File: config.mk
export PLATFORM = sky130hd
export DESIGN_NAME = pe_stream_server_flat
export DESIGN_NICKNAME = d
export VERILOG_FILES = /design/src/rtl/pe_stream_server_pkg.sv /design/src/rtl/pe_stream_server_if.sv /design/src/rtl/pe_stream_server_skid_fifo.sv /design/src/rtl/pe_stream_server.sv /design/src/flat_wrapper.sv
export SDC_FILE = /design/constraint.sdc
export NUM_CORES = 1
export LEC_CHECK = 0
export CAP_MARGIN = 5
export CELL_PAD_IN_SITES_DETAIL_PLACEMENT = 1
export CELL_PAD_IN_SITES_GLOBAL_PLACEMENT = 1
export CORE_UTILIZATION = 39
export DETAILED_ROUTE_END_ITERATION = 8
export PLACE_DENSITY = 0.74
export SYNTH_ARGS = -nofsm -noshare
export SYNTH_HDL_FRONTEND = slang
export SYNTH_SLANG_ARGS = --single-unit
File: constraint.sdc
create_clock -name clk -period 5 [get_ports clk]
set_clock_uncertainty 0.1 [all_clocks]
set_input_delay 1 -clock clk [delete_from_list [all_inputs] [get_ports clk]]
set_output_delay 1 -clock clk [all_outputs]
set_load 0.05 [all_outputs]
File: src/rtl/pe_stream_server_pkg.sv
// Shared types and default widths for the PE stream-request responder and its bench.
package pe_stream_server_pkg;
  localparam int DFLT_DATA_W  = 16;
  localparam int DFLT_ADDR_W  = 12;
  localparam int DFLT_LEN_W   = 10;
  localparam int DFLT_K_W     = 6;
  localparam int DFLT_LAYER_W = 2;

  typedef struct packed {
    logic                    Req_Stream_filter_valid;
    logic [DFLT_K_W-1:0]     Req_Stream_filter_k;
    logic [DFLT_LAYER_W-1:0] Req_Stream_Conv_Layer_num;
    logic                    Req_Stream_input_valid;
  } Req_Stream;

  typedef enum logic [1:0] {
    IDLE,
    FILTER,
    INPUT,
    HOLD
  } server_state_e;
endpackage

File: src/rtl/pe_stream_server_if.sv
// Ready/valid beat stream from the stream server (master) to the PE datapath (slave).
interface pe_stream_server_if
  import pe_stream_server_pkg::*;
#(
  parameter int DATA_W = DFLT_DATA_W
);
  logic              strm_valid;
  logic              strm_ready;
  logic [DATA_W-1:0] strm_data;
  logic              strm_is_filter;
  logic              strm_last;

  modport master (
    output strm_valid,
    output strm_data,
    output strm_is_filter,
    output strm_last,
    input  strm_ready
  );

  modport slave (
    input  strm_valid,
    input  strm_data,
    input  strm_is_filter,
    input  strm_last,
    output strm_ready
  );
endinterface

File: src/rtl/pe_stream_server_skid_fifo.sv
// Two-entry FIFO absorbing SRAM read returns ahead of the outgoing beat stream.
module stream_skid_fifo #(
  parameter int W = 18
) (
  input  logic         clk,
  input  logic         rst,
  input  logic         flush,
  input  logic         wr_en,
  input  logic [W-1:0] wr_data,
  input  logic         rd_en,
  output logic [W-1:0] rd_data,
  output logic [1:0]   count
);
  logic [W-1:0] mem [2];
  logic         wr_ptr;
  logic         rd_ptr;

  // Flush outranks a same-cycle write so a read returning during an abort is dropped.
  always_ff @(posedge clk) begin
    if (rst || flush) begin
      wr_ptr <= 1'b0;
      rd_ptr <= 1'b0;
      count  <= 2'd0;
      if (rst) begin
        mem[0] <= '0;
        mem[1] <= '0;
      end
    end else begin
      if (wr_en) begin
        mem[wr_ptr] <= wr_data;
        wr_ptr      <= ~wr_ptr;
      end
      if (rd_en) begin
        rd_ptr <= ~rd_ptr;
      end
      count <= count + {1'b0, wr_en} - {1'b0, rd_en};
    end
  end

  assign rd_data = mem[rd_ptr];
endmodule

File: src/rtl/pe_stream_server.sv
// Responder for PE stream requests: fetches a kernel's filter chunk and optionally the
// input activations from SRAM, streams them as beats, then holds the finish handshakes.
module pe_stream_server
  import pe_stream_server_pkg::*;
#(
  parameter int DATA_W  = DFLT_DATA_W,
  parameter int ADDR_W  = DFLT_ADDR_W,
  parameter int LEN_W   = DFLT_LEN_W,
  parameter int K_W     = DFLT_K_W,
  parameter int LAYER_W = DFLT_LAYER_W
) (
  input  logic               clk,
  input  logic               rst,
  input  Req_Stream          Req_Stream_PE,
  output logic [LAYER_W-1:0] cfg_layer_sel,
  input  logic [ADDR_W-1:0]  cfg_filter_base,
  input  logic [LEN_W-1:0]   cfg_filter_len,
  input  logic [ADDR_W-1:0]  cfg_input_base,
  input  logic [LEN_W-1:0]   cfg_input_len,
  output logic               mem_rd_en,
  output logic [ADDR_W-1:0]  mem_rd_addr,
  input  logic [DATA_W-1:0]  mem_rd_data,
  pe_stream_server_if.master strm,
  output logic               Stream_filter_finish,
  output logic               Stream_input_finish_PE
);
  localparam int ENTRY_W = DATA_W + 2;

  server_state_e      state, state_nxt;
  logic [ADDR_W-1:0]  base_f, base_i, cur_base, chunk_off;
  logic [LEN_W-1:0]   len_f, len_i, cur_len;
  logic [LEN_W-1:0]   rd_cnt, out_cnt, out_cnt_nxt;
  logic               want_i;
  logic               inflight, tag_is_filter, tag_last;
  logic               fin_f, fin_i, set_fin_f, set_fin_i;
  logic               accept, abort, phase_done, rd_en, pop, req_any;
  logic [2:0]         credit;
  logic [1:0]         fifo_count;
  logic [ENTRY_W-1:0] head;
  logic               head_valid;

  assign req_any       = Req_Stream_PE.Req_Stream_filter_valid | Req_Stream_PE.Req_Stream_input_valid;
  assign cfg_layer_sel = Req_Stream_PE.Req_Stream_Conv_Layer_num;
  assign chunk_off     = ADDR_W'({{LEN_W{1'b0}}, Req_Stream_PE.Req_Stream_filter_k} *
                                 {{K_W{1'b0}}, cfg_filter_len});
  assign cur_base      = (state == FILTER) ? base_f : base_i;
  assign cur_len       = (state == FILTER) ? len_f : len_i;
  assign head_valid    = (fifo_count != 2'd0);
  assign pop           = head_valid & strm.strm_ready;
  assign out_cnt_nxt   = out_cnt + {{(LEN_W-1){1'b0}}, pop};
  // Reads in flight plus buffered beats never exceed the two FIFO slots.
  assign credit        = {1'b0, fifo_count} + {2'b00, inflight} - {2'b00, pop};

  always_comb begin
    state_nxt  = state;
    accept     = 1'b0;
    abort      = 1'b0;
    phase_done = 1'b0;
    rd_en      = 1'b0;
    set_fin_f  = 1'b0;
    set_fin_i  = 1'b0;
    unique case (state)
      IDLE: begin
        if (req_any && !fin_f && !fin_i) begin
          accept    = 1'b1;
          state_nxt = Req_Stream_PE.Req_Stream_filter_valid ? FILTER : INPUT;
        end
      end
      FILTER, INPUT: begin
        if (!req_any) begin
          abort     = 1'b1;
          state_nxt = IDLE;
        end else begin
          rd_en = (rd_cnt != cur_len) && (credit < 3'd2);
          if (out_cnt_nxt == cur_len) begin
            phase_done = 1'b1;
            if (state == FILTER) begin
              set_fin_f = 1'b1;
              state_nxt = want_i ? INPUT : HOLD;
            end else begin
              set_fin_i = 1'b1;
              state_nxt = HOLD;
            end
          end
        end
      end
      HOLD: begin
        if (!fin_f && !fin_i) begin
          state_nxt = IDLE;
        end
      end
      default: state_nxt = IDLE;
    endcase
  end

  always_ff @(posedge clk) begin
    if (rst) begin
      state         <= IDLE;
      base_f        <= '0;
      base_i        <= '0;
      len_f         <= '0;
      len_i         <= '0;
      want_i        <= 1'b0;
      rd_cnt        <= '0;
      out_cnt       <= '0;
      inflight      <= 1'b0;
      tag_is_filter <= 1'b0;
      tag_last      <= 1'b0;
      fin_f         <= 1'b0;
      fin_i         <= 1'b0;
    end else begin
      state    <= state_nxt;
      inflight <= rd_en;
      fin_f    <= set_fin_f | (fin_f & Req_Stream_PE.Req_Stream_filter_valid);
      fin_i    <= set_fin_i | (fin_i & Req_Stream_PE.Req_Stream_input_valid);
      if (rd_en) begin
        tag_is_filter <= (state == FILTER);
        tag_last      <= (rd_cnt == cur_len - LEN_W'(1));
      end
      if (accept) begin
        base_f  <= cfg_filter_base + chunk_off;
        len_f   <= cfg_filter_len;
        base_i  <= cfg_input_base;
        len_i   <= cfg_input_len;
        want_i  <= Req_Stream_PE.Req_Stream_input_valid;
        rd_cnt  <= '0;
        out_cnt <= '0;
      end else if (phase_done || abort) begin
        rd_cnt  <= '0;
        out_cnt <= '0;
      end else begin
        if (rd_en) begin
          rd_cnt <= rd_cnt + LEN_W'(1);
        end
        out_cnt <= out_cnt_nxt;
      end
    end
  end

  stream_skid_fifo #(
    .W (ENTRY_W)
  ) u_fifo (
    .clk     (clk),
    .rst     (rst),
    .flush   (abort),
    .wr_en   (inflight),
    .wr_data ({mem_rd_data, tag_is_filter, tag_last}),
    .rd_en   (pop),
    .rd_data (head),
    .count   (fifo_count)
  );

  assign mem_rd_en              = rd_en;
  assign mem_rd_addr            = rd_en ? (cur_base + {{(ADDR_W-LEN_W){1'b0}}, rd_cnt}) : '0;
  assign strm.strm_valid        = head_valid;
  assign strm.strm_data         = head_valid ? head[ENTRY_W-1:2] : '0;
  assign strm.strm_is_filter    = head_valid & head[1];
  assign strm.strm_last         = head_valid & head[0];
  assign Stream_filter_finish   = fin_f;
  assign Stream_input_finish_PE = fin_i;
endmodule

File: src/flat_wrapper.sv
// flat-port wrapper written by rule: the top's interface ports become plain ports
module pe_stream_server_flat import pe_stream_server_pkg::*;
#(
  parameter int DATA_W  = DFLT_DATA_W,
  parameter int ADDR_W  = DFLT_ADDR_W,
  parameter int LEN_W   = DFLT_LEN_W,
  parameter int K_W     = DFLT_K_W,
  parameter int LAYER_W = DFLT_LAYER_W
)
  (clk, rst, Req_Stream_PE, cfg_layer_sel, cfg_filter_base, cfg_filter_len, cfg_input_base, cfg_input_len, mem_rd_en, mem_rd_addr, mem_rd_data, Stream_filter_finish, Stream_input_finish_PE, strm_strm_valid, strm_strm_data, strm_strm_is_filter, strm_strm_last, strm_strm_ready);
  pe_stream_server_if #(.DATA_W(DATA_W)) strm_i ();
  input  logic clk;
  input  logic rst;
  input  Req_Stream Req_Stream_PE;
  output logic [LAYER_W-1:0] cfg_layer_sel;
  input  logic [ADDR_W-1:0] cfg_filter_base;
  input  logic [LEN_W-1:0] cfg_filter_len;
  input  logic [ADDR_W-1:0] cfg_input_base;
  input  logic [LEN_W-1:0] cfg_input_len;
  output logic mem_rd_en;
  output logic [ADDR_W-1:0] mem_rd_addr;
  input  logic [DATA_W-1:0] mem_rd_data;
  output logic Stream_filter_finish;
  output logic Stream_input_finish_PE;
  output wire logic [$bits(strm_i.strm_valid)-1:0] strm_strm_valid;
  output wire logic [$bits(strm_i.strm_data)-1:0] strm_strm_data;
  output wire logic [$bits(strm_i.strm_is_filter)-1:0] strm_strm_is_filter;
  output wire logic [$bits(strm_i.strm_last)-1:0] strm_strm_last;
  input wire logic [$bits(strm_i.strm_ready)-1:0] strm_strm_ready;
  assign strm_strm_valid = strm_i.strm_valid;
  assign strm_strm_data = strm_i.strm_data;
  assign strm_strm_is_filter = strm_i.strm_is_filter;
  assign strm_strm_last = strm_i.strm_last;
  assign strm_i.strm_ready = strm_strm_ready;
  pe_stream_server #(.DATA_W(DATA_W), .ADDR_W(ADDR_W), .LEN_W(LEN_W), .K_W(K_W), .LAYER_W(LAYER_W)) u_core (.clk(clk), .rst(rst), .Req_Stream_PE(Req_Stream_PE), .cfg_layer_sel(cfg_layer_sel), .cfg_filter_base(cfg_filter_base), .cfg_filter_len(cfg_filter_len), .cfg_input_base(cfg_input_base), .cfg_input_len(cfg_input_len), .mem_rd_en(mem_rd_en), .mem_rd_addr(mem_rd_addr), .mem_rd_data(mem_rd_data), .strm(strm_i), .Stream_filter_finish(Stream_filter_finish), .Stream_input_finish_PE(Stream_input_finish_PE));
endmodule
==> flow_metrics.tcl, run 1 <==
set metrics [dict create \
    root_buffer "clkbuf_16" \
    die_area_mm2 0.0208 \
    ir_drop_uv 278 \
    diodes 0 \
    critPathLaunchType "input port" \
    nNetsFinal 1169 \
    hp-class "flip-flop to flip-flop" \
    vias 6834 \
    drcViolationCount 0 \
    multi_input_area_mm2 0.00503 \
    slowest_delay_ns 0.48 \
    cp_num_buf_inv 4 \
    regArea_mm2 0.00262 \
    criticalPathCategory "input port to output pin" \
    wl_per_cell_um 18.5 \
    ys_types 60 \
    yosys.area.top_type "dfxtp_1" \
    p_leak_nw 4.32 \
    gp_congestion 0.869 \
    rsz0062_at_grt "false" \
    cts_tree "done" \
    p_per_area_mw_per_mm2 531 \
    core_area_mm2 0.0197 \
    drv_slew 0 \
    ios 109 \
    grt_max_degree 55 \
    drv_cap 0 \
    hold_violations 0 \
    die_h_um 144 \
    synth-seq-cells 113 \
    cp_slowest_cell "clkdlybuf4s50_1" \
    track_usage_pct 24.3 \
    fin_crit_ns 4.89 \
    crit_required_ns 3.90 \
    synthToLayoutAreaGrowth_pct 32.3 \
    utilization_pct 53.1 \
    grt_overflow 0 \
    clkLatencyLatePin_ns 0.41 \
    fp.dieW_um 144 \
    synth.cell_area_mm2 0.00790 \
    ys_seq_area_share_pct 33.2 \
    drive_gt1_share_pct 14.4 \
    dr.first_iter.drc_count 357 \
    clockBufferDepth 2 \
    period_share_pct 97.8 \
    crit_fanout 6 \
    status "finished, final reports clean" \
    std_cell_rows 51 \
    vias_per_cell 5.27 \
    path_delay_family "simple AND/OR/NAND/NOR gates" \
    initial_core_util_pct 40.2 \
    numCtsBuffers 17 \
    finalSetupViolCount 0 \
    first_pass_iters 4 \
    place_area_mm2 0.00969 \
    grt_pass1_wl_um 38200 \
    worstMarginPinSlew_ns 1.11 \
    antenna_left 0 \
    ys.warnings.count 0 \
    arrival_ns 3.79 \
    async_reset_ff_share_pct 0 \
    cts_sinks 113 \
    fillers 2306 \
    final_area_mm2 0.0104 \
    io_buffers 104 \
    synth_area_leaders "dfxtp_1 20%, edfxtp_1 14%, fa_1 9.6%" \
    timing.critical_path.cells "clkdlybuf4s50_1, nor2b_2, ha_1, inv_1, ha_1, inv_1, fa_1, xnor2_1, nand2_1, nor2_4, o31ai_4, nor4b_4, buf_12" \
    worst_setup_hold_path_clk_slew_ns 0.05 \
    synth_edf_count 36 \
    end_kind "output pin" \
    h-tree-depth 4 \
    syn_inst 873 \
    first_global_vias 7331 \
    syn_nets 1023 \
    slew_headroom_pct 26.0 \
    synth_area_per_cell_um2 9.05 \
    synth_flop_cell "dfxtp_1" \
    dpl.hpwl_um 17700 \
    drt_wl_total_um 24100 \
    antenna_found_initial 0 \
    synth_top_cell_area_share_pct 19.5 \
    clock.fmax_mhz 205 \
]
## state kept, by name, summed over array words and instances (netlist names), named ones only
register and count:
u_core.u_fifo.mem 36, u_core.want_i 1, u_core.len_f 10, u_core.u_fifo.rd_ptr 1, u_core.tag_is_filter 1, u_core.u_fifo.wr_ptr 1
u_core.Stream_filter_finish 1, u_core.base_i 12, u_core.rd_cnt 10, u_core.tag_last 1, u_core.out_cnt 10, u_core.Stream_input_finish_PE 1
u_core.base_f 12, u_core.inflight 1, u_core.state 2, u_core.u_fifo.count 2, u_core.len_i 10
## worst min-delay path, delay by kind of cell, from the launching register on
| family | cells | cell delay, ns |
|---|---|---|
| and+or+nand+nor | 1 | 0.05 |
| DFF | 1 | 0.30 |
| AOI/OAI and AO/OA | 1 | 0.05 |
## cell usage after synthesis (8+ instances only)
cell type and number:
inv_1 59, mux2i_1 28, and3_1 8, dfxtp_1 77, nand2_1 113, nor3_1 16, nand4_1 9, o21ai_0 15
fa_1 38, nor2_2 10, clkbuf_1 24, xnor2_1 38, nand3_1 26, a21oi_1 62, ha_1 39, or4_1 9
mux2_2 11, nor2_1 57, and2_1 88, edfxtp_1 36, xor2_1 15
## area by class of cell
cell class	instances	share of cell area [%]
Timing Repair Buffer	160	15.2
Inverter	60	2.16
Clock inverter	15	2.08
Sequential cell	113	25.1
Clock buffer	17	4.07
Tap cell	265	3.17
Multi-Input combinational cell	667	48.2
## worst paths after layout
path	slack [ns]	end	cells after the start	start
min reg2reg	0.35	u_core.base_f[2]	2	u_core.base_f[2]
max	0.11	mem_rd_addr[10]	13	strm_strm_ready
min	0.35	u_core.base_f[2]	2	u_core.base_f[2]
max reg2reg	1.11	u_core.rd_cnt[0]	13	u_core.u_fifo.count[1]
## power by group
| group | switching (mW) | leakage, nW | total [mW] | internal (mW) |
|---|---|---|---|---|
| clock | 0.481 | 0.314 | 1.33 | 0.850 |
| combinational | 1.72 | 3.01 | 2.94 | 1.22 |
| sequential | 0.155 | 1.00 | 1.27 | 1.12 |
| total | 2.36 | 4.32 | 5.54 | 3.19 |
## stage by stage
stage               TNS (ns)  hold WS [ns]  power, mW  setup WS, ns  cells
detailed placement     -2.99         0.347       4.07        -0.726   1262
global route               0         0.378       5.90       0.00887   1297
floorplan             -0.268         0.328       3.07        -0.261    873
finish                     0         0.354       5.54         0.112   1297
CTS                        0         0.357       5.54       0.00943   1296
global placement       -1.82         0.340       3.97        -0.537   1262
## cell usage in the layout (no fill, tap or decap), types with 4 or more instances in the layout
master	netlist	routed
a211oi_1	5	5
a21o_1	4	4
a21oi_1	62	61
a31oi_1	6	6
and2_1	88	86
and3_1	8	8
buf_12	0	13
buf_4	2	55
bufinv_16	0	4
clkbuf_16	0	17
clkdlybuf4s50_1	0	79
dfxtp_1	77	77
dlygate4sd2_1	0	7
dlymetal6s2s_1	0	4
edfxtp_1	36	36
fa_1	38	38
ha_1	39	36
inv_1	59	59
inv_6	0	6
mux2_2	11	11
mux2i_1	28	28
nand2_1	113	113
nand3_1	26	26
nand4_1	9	9
nor2_1	57	56
nor2_2	10	10
nor3_1	16	13
nor3b_1	4	4
nor4_1	5	5
o21ai_0	15	13
o31ai_1	6	5
or2_2	4	4
or3_1	7	7
or4_1	9	9
xnor2_1	38	38
xnor3_1	6	6
xor2_1	15	15
## cells by family (layout without fill, tap and decap cells)
kind of cell | after synthesis | count (layout) | share of synthesized area [%]
AO/OA/AOI/OAI | 121 | 122 | 9.36
XOR/XNOR | 59 | 59 | 7.59
adder cells (fa/ha/maj) | 77 | 77 | 15.8
buffers and inverters | 94 | 252 | 4.85
flip-flops | 113 | 113 | 33.2
multiplexers | 42 | 42 | 5.75
AND/OR/NAND/NOR | 367 | 367 | 23.4
## repair_timing
action / 4_1_cts / 5_1_grt
gates cloned: 1 / 0
pin swaps: 4 / 8
endpoints found under the setup margin: 6 / 9
buffers inserted: 1 / 1
resized for setup: 16 / 10
hold buffers: 0 / 0
## per-layer routing
metal	routed length [um]	GRT usage, %
met1	10400	29.6
met2	12300	43.4
met3	765	3.54
met4	547	8.03
met5	0	0
(Power assumes the default switching activity.)
==> run 2, diff against run 1 <==
Settings changed: CORE_MARGIN from default to 2.
==> run 2 against run 1 <==
  * Via count fell by 0.69%
  * Routed wire length decreased by 3.2%
  * Combinational power down 1%
  * Total power down 4.8%
  * Cell area shrank 1.0%
  * Die area up 2.8%
  * Clock power is 17% lower
  * Non-clock buffer count unchanged
  * Utilization down 1.6 points
  * Sequential power hardly changed
  * Critical endpoint is now mem_rd_addr[3]
  * Largest power group unchanged
==> flow_metrics.tcl, run 2 (same netlist as run 1, synthesis figures left out) <==
set metrics [dict create \
    arrival_ns 3.75 \
    antenna_left 0 \
    numCtsBuffers 17 \
    ir_drop_uv 245 \
    vias 6787 \
    initial_core_util_pct 39.4 \
    first_pass_iters 5 \
    grt_pass1_wl_um 37500 \
    die_area_mm2 0.0214 \
    rr_worst_depth 12 \
    final_area_mm2 0.0103 \
    cts_tree "done" \
    final_cell_mix "113 x nand2_1, 84 x and2_1, 82 x clkdlybuf4s50_1" \
    gp_congestion 0.802 \
    hold_ws_ns 0.356 \
    final-instance-count-excl-fill 1302 \
    root_buffer "clkbuf_16" \
    drcViolationCount 0 \
    top_register "u_core.u_fifo.mem" \
    synthToLayoutAreaGrowth_pct 30.9 \
    criticalPathCategory "input port to output pin" \
    dpl.hpwl_um 17600 \
    clockBufferDepth 2 \
    h-tree-depth 4 \
    diodes 0 \
    fin_crit_ns 4.85 \
    reg2reg_from "u_core.u_fifo.count[1]" \
    fp.dieW_um 146 \
    mostFrequentLayoutCell "nand2_1" \
    min_from "u_core.base_i[0]" \
    hp-class "flip-flop to flip-flop" \
    first_global_vias 7265 \
    holdPathEnd "u_core.base_i[0]" \
    cts_sinks 113 \
    die_h_um 146 \
    end_kind "output pin" \
    period_share_pct 96.9 \
    finalSetupViolCount 0 \
    p_leak_nw 4.26 \
    clock.fmax_mhz 206 \
    core_area_mm2 0.0200 \
    antenna_found_initial 0 \
    io_buffers 104 \
    track_usage_pct 22.2 \
    drv_slew 0 \
    largestRegisters "u_core.u_fifo.mem x36, u_core.base_f x12, u_core.base_i x12" \
    clkLatencyLatePin_ns 0.42 \
    grt_overflow 0 \
    grt_max_degree 46 \
    drive_gt1_share_pct 14.2 \
    r2r_setup_slack_ns 1.31 \
    postCtsHoldBufs 0 \
    drt_wl_total_um 23300 \
    reg2reg_to "u_core.rd_cnt[9]" \
    drv_cap 0 \
    vias_per_cell 5.21 \
    worst_setup_hold_path_clk_slew_ns 0.06 \
    place_inst 1268 \
    ios 109 \
    wl_per_cell_um 17.9 \
    largest_reg_flops 36 \
    critPathLaunchType "input port" \
    crit_fanout 6 \
    p_per_area_mw_per_mm2 511 \
    hold_depth 2 \
    crit_required_ns 3.90 \
    dr.first_iter.drc_count 246 \
    place_area_mm2 0.00970 \
    slew_headroom_pct 25.9 \
    hold_violations 0 \
    std_cell_rows 52 \
    nNetsFinal 1169 \
    status "finished, final reports clean" \
    worstMarginPinSlew_ns 1.11 \
]
run 2: cell types whose count changed in the layout (fill, tap and decap cells not counted), sizes merged:
cell | before | now
clkinv | 2 | 7
clkbuf | 17 | 18
clkinvlp | 1 | 3
clkdlybuf4s50 | 79 | 82
inv | 68 | 64
bufinv | 4 | 0
dlygate4sd2 | 7 | 4
run 2: metal layers:
metal  global-route usage, %  part of all wire [%]  vias up
li1                        -                     -     3263
met1                    28.6                    45     3378
met2                    39.4                    51      126
met3                    3.34                   3.1       20
met4                    5.29                   1.4        0
met5                       0                     0        -
run 2: metrics by stage:
stage	utilization (%)	TNS (ns)	total power, mW	worst slack [ns]
after floorplan	-	-0.268	3.07	-0.261
after global placement	48.4	-1.68	3.99	-0.476
after detailed placement	48.4	-2.38	4.07	-0.594
after CTS	51.1	0	5.20	0.00752
after global routing	51.6	-0.00483	5.65	-0.00483
final	51.6	0	5.28	0.153
run 2: worst max-delay path by stage:
stage | start | end | slack, ns
finish | strm_strm_ready | mem_rd_addr[3] | 0.15
global route | Req_Stream_PE[8] | u_core.base_f[9] | -0.005
CTS | cfg_filter_len[4] | u_core.base_f[9] | 0.008
detailed placement | cfg_filter_len[3] | u_core.base_f[11] | -0.59
global placement | Req_Stream_PE[5] | u_core.base_f[11] | -0.48
floorplan | u_core.state[1] | mem_rd_addr[11] | -0.26
run 2: layout make-up:
class	instances	area (um2)
fillers	2376	9700
multi-input cells	667	5020
flip-flops and latches	113	2620
repair buffers	160	1590
clock buffers	18	429
well taps	270	338
inverters	60	225
clock inverters	14	108
run 2: what timing repair did:
item | 4_1_cts | 5_1_grt
pin swaps | 1 | 5
endpoints found under the setup margin | 2 | 10
buffers inserted | 0 | 1
cloned | 0 | 1
gates resized for setup | 7 | 15
run 2: worst max-delay path: stages:
cell and delay, ns:
clkdlybuf4s50_1 0.45, nor2b_2 0.16, ha_1 0.24, inv_1 0.06, ha_1 0.13, inv_1 0.05
fa_1 0.38, xnor2_1 0.16, nand2_1 0.15, nor2_4 0.19, o31ai_4 0.19, inv_2 0.16
and3_1 0.24, buf_12 0.15
run 2: power breakdown:
group	switching, mW	internal (mW)	total [mW]
clock network	0.467	0.638	1.10
logic	1.69	1.21	2.90
registers	0.158	1.12	1.27
